**src/rtl/sequence_checker_sat_counter.sv**
```systemverilog
// Saturating up-counter with a synchronous clear that wins over increment.
module sat_counter #(
  parameter int WIDTH = 16
) (
  input  logic             clk,
  input  logic             rst_n,
  input  logic             inc,
  input  logic             clr,
  output logic [WIDTH-1:0] count
);

  localparam logic [WIDTH-1:0] ONE = {{(WIDTH-1){1'b0}}, 1'b1};

  // Count up on inc, stick at all-ones, clear takes priority
  always_ff @(posedge clk or negedge rst_n) begin
    if (!rst_n) begin
      count <= '0;
    end else if (clr) begin
      count <= '0;
    end else if (inc && (count != '1)) begin
      count <= count + ONE;
    end
  end

endmodule

```
**config.mk**
```make
export PLATFORM = sky130hd
export DESIGN_NAME = sat_counter
export DESIGN_NICKNAME = d
export VERILOG_FILES = /design/src/rtl/sequence_checker_sat_counter.sv
export SDC_FILE = /design/constraint.sdc
export NUM_CORES = 1
export LEC_CHECK = 0
export ABC_CLOCK_PERIOD_IN_PS = 1700
export CAP_MARGIN = 20
export CORE_AREA = 5 5 53 55
export DETAILED_ROUTE_END_ITERATION = 10
export DIE_AREA = 0 0 58 60
export GPL_TIMING_DRIVEN = 0
export PLACE_DENSITY = 0.7
export SLEW_MARGIN = 20
export SYNTH_ARGS = -nofsm -noshare
export SYNTH_HDL_FRONTEND = slang
export SYNTH_SLANG_ARGS = --single-unit
```
**constraint.sdc**
```tcl
create_clock -name clk -period 1.7 [get_ports clk]
set_input_delay 0.255 -clock clk [delete_from_list [all_inputs] [get_ports clk]]
set_output_delay 0.255 -clock clk [all_outputs]
set_load 0.05 [all_outputs]
```
Word-level counts from Yosys, hierarchy flattened
Cells that the tools add are included.
{"block": "totals", "output_inout_bits": 16, "reg_bits": 16, "in_bits": 4}
{"block": "classes", "n_eq_ne": 1, "reduce_logical": 2, "n_addsub": 1, "n_mux": 2}
{"cell": "$mux 16", "n": 2}
{"cell": "$add 16x1->16 const B", "n": 1}
{"cell": "$ne 16x16->1 const B", "n": 1}
{"cell": "$reduce_bool 2->1", "n": 1}
{"cell": "$logic_and 1x1->1", "n": 1}

Longest topological paths before layout
{"block": "logic_depth", "ltp_word": 4, "ltp_mapped": 6, "mapped_depth_nobuf": 5}

Worst setup path after synthesis
Ideal clock, no wire load.
{"block": "synth_path", "path_type": "register to register", "from": "register count[0]", "to": "register count[15]", "n_path_buf": 0, "path_stages_with_launch": 6, "t_required_ns": 1.572, "synth_period_minus_slack_ns": 2.116, "t_arrival_ns": 1.988, "slack_ns": -0.416, "cell_sequence": "dfrtp_1 > ha_1 > nand4_2 > nor4_4 > nor4_1 > mux2_1"}
{"block": "synth_between", "elab_chain_cells": 3, "word_cells_on_any_way": 6, "cone_classes": "add/sub: 1; eq/ne: 1; mux: 2; reduce/logical: 2"}
{"element": "start, declared", "line": "9", "text": "output logic [WIDTH-1:0] count"}
{"element": "start signal, assigned", "line": "21", "text": "count <= count + ONE;"}
{"element": "$add 16x1->16 / $ne 16x16->1 (equally long branches)", "line": "21, 20"}
{"element": "$mux 16 / $logic_and 1x1->1 (equally long branches)", "line": "20", "text": "end else if (inc && (count != '1)) begin"}
{"element": "$mux 16 / $reduce_bool 2->1 (equally long branches)"}
Several ways; a longest one is shown, not always the timed one. The select of a mux whose other input is x is not followed.
A chain may end at the register's enable or synchronous reset.

Worst setup path in the final report
{"block": "layout_path", "from": "register count[0]", "to": "register count[2]"}
Same word-level chain as after synthesis.

==> metrics.cfg <==
[status]
status=complete, no violations

[global_routing]
overflow=0
grtUsageTotal_pct=17.0
grt_max_degree=17
antenna_found_initial=0
grt_pass1_vias=946
grt_pass1_wl_um=4510

[sta]
finalSetupViolCount=0
period_share_pct=99.2
whs_ns=0.321
drv_slew=0
min_period_ns=1.69
rsz0062_at_grt=yes
slew_headroom_pct=48.2
fin_skew_ns=0.00497
worstMarginPinSlew_ns=0.774
hold_viol=0
tns_ns=0
max_freq_mhz=593

[yosys]
syn-num-nets=103
synthFlopType=dfrtp_1
netlist_area_um2=942
async_reset_ff_share_pct=100
ys_seq_area_share_pct=42.5
synth_seq_cells=16
ys_warn_count=0
yosys.cell_types.count=28
postSynthCellCount=98
syn_avg_cell_area_um2=9.61
synth_edf_count=0

[layout]
final_common_cell=dfrtp_2
fillers=207
largest_register=count
layout-drive-gt1-share_pct=49.6
area_delta_synth_final_pct=54.3
fin_nets=139
utilization_pct=62.1
largest_register_ffs=16
final_cell_area_um2=1450
layout_common_cells=dfrtp_2 (16), dlygate4sd2_1 (15), buf_4 (9)
diodes=0
reg.largest.list=count x16

[place]
place.gp.congestion=0.760
portBuffers=19
hpwl_um=1740
dpl-instance-area_um2=1220

[setup_path]
path_cells=ha_4, nand4_4, nor4_4, buf_4, or4_2, a21oi_2
endpoint_kind=flip-flop
worst_ep_arrival_time_ns=1.90
worstSetupPathType=reg2reg
path_max_fanout=3
required_ns=1.92
cp-start-kind=flip-flop
critPathMaxStageDelay_ns=0.55
slowest_stage=or4_2

[route]
num_vias=968
ant_nets=0
drc=0
drt_iter0_drc=18
wirelength_um=2830
dr.pass1.iters=4
avgRoutedWirePerCell_um=17.4
viasPerCell=5.94

[clock_tree]
cts-root-buf=clkbuf_4
cts_tree=built
clockBufferDepth=2
path_clk_slew_ns=0.10
clkLatencyLatePin_ns=0.29
cts_buffers=3
ctsHoldBuffers=0
numClockSinks=16
cts_max_level=1

[min_path]
min_path_type=in2reg

[run]
maxCapViolCount=0

[power_and_ir_drop]
power.leakage_nw=0.600
powerDensity_nw_per_um2=505
ir_drop_mv=0.417
totalPowerFinal_w=0.000735

[floorplan]
rows=18
dieArea_um2=3480
io_pins=20
start_util_pct=40.2
die_h_um=60
die_w_um=58
fp.coreArea_um2=2340

-- power by group --
part | leakage (nW) | internal, W | switching [W] | total (W)
logic | 0.383 | 0.0000293 | 0.0000548 | 0.0000841
clock network | 0.0210 | 0.000130 | 0.000132 | 0.000262
registers | 0.196 | 0.000384 | 0.00000431 | 0.000389
total | 0.600 | 0.000544 | 0.000191 | 0.000735
-- layer usage --
metal / share of wire, % / GRT usage (%)
met5: 0 / 0
met4: 1.2 / 8.94
met3: 4.2 / 3.02
met2: 52 / 27.3
met1: 43 / 21.9
-- final timing paths --
| check | from | endpoint | slack (ns) | cells after the start |
|---|---|---|---|---|
| min in group asynchronous | rst_n | count[4] | 0.40 | 1 |
| max | count[0] | count[2] | 0.01 | 6 |
| max in group asynchronous | rst_n | count[7] | 0.76 | 1 |
| max reg2reg | count[0] | count[2] | 0.01 | 6 |
| min | inc | count[1] | 0.32 | 3 |
| min reg2reg | count[14] | count[14] | 0.61 | 2 |
-- synthesized netlist by cell type (2+ instances only) --
master	instances	share of area, %
nand3_1	3	1.6
dfrtp_1	16	42
mux2_1	4	4.8
o31ai_1	7	5.6
nand4_1	6	4.0
nor2b_1	4	2.7
a21oi_1	11	5.8
o21ai_1	3	1.6
clkbuf_1	4	1.6
and3_1	2	1.3
inv_1	3	1.2
or3_1	2	1.3
or4_1	5	4.0
nor4_1	4	2.7
nand2_1	6	2.4
nor2_1	4	1.6
or4_2	2	1.9
and4_2	2	2.1
-- stage by stage --
step / worst slack (ns) / cells
2_1_floorplan: -0.0918 / 98
3_3_place_gp: -0.332 / 147
3_5_place_dp: -0.349 / 147
4_1_cts: -0.0104 / 161
5_1_grt: -0.0679 / 163
6_report: 0.0133 / 163
-- area by class of cell --
cell class,instances,area (µm²),share of cell area (%)
flip-flops and latches,16,420,28.9
repair buffers,31,270,18.6
multi-input cells,74,644,44.3
plain buffers,5,33.8,2.32
inverters,3,11.3,0.775
clock buffers,4,36.3,2.50
well taps,30,37.5,2.58
-- logic make-up (layout without fill, tap and decap cells) --
family	Yosys count	in the layout	synth area share, %
and+or+nand+nor	45	45	31.2
AOI/OAI and AO/OA	24	24	16.2
DFF	16	16	42.5
buffers and inverters	8	43	3.98
muxes	4	4	4.78
adders and majority gates	1	1	1.33
-- what timing repair did --
item,4_1_cts,5_1_grt
buffers inserted,10,2
cloned,0,0
resized for setup,25,26
setup endpoints to repair,31,17
hold endpoints to repair,0,0
pin swaps,4,7
-- critical path, delay by kind of cell, from the launching register on --
family / cells / cell delay (ns)
AO/OA/AOI/OAI: 1 / 0.15
adder cells (fa/ha/maj): 1 / 0.18
buffers and inverters: 1 / 0.15
flip-flops: 1 / 0.44
AND/OR/NAND/NOR: 3 / 0.70
No activity file was read; power rests on OpenSTA's default activity.
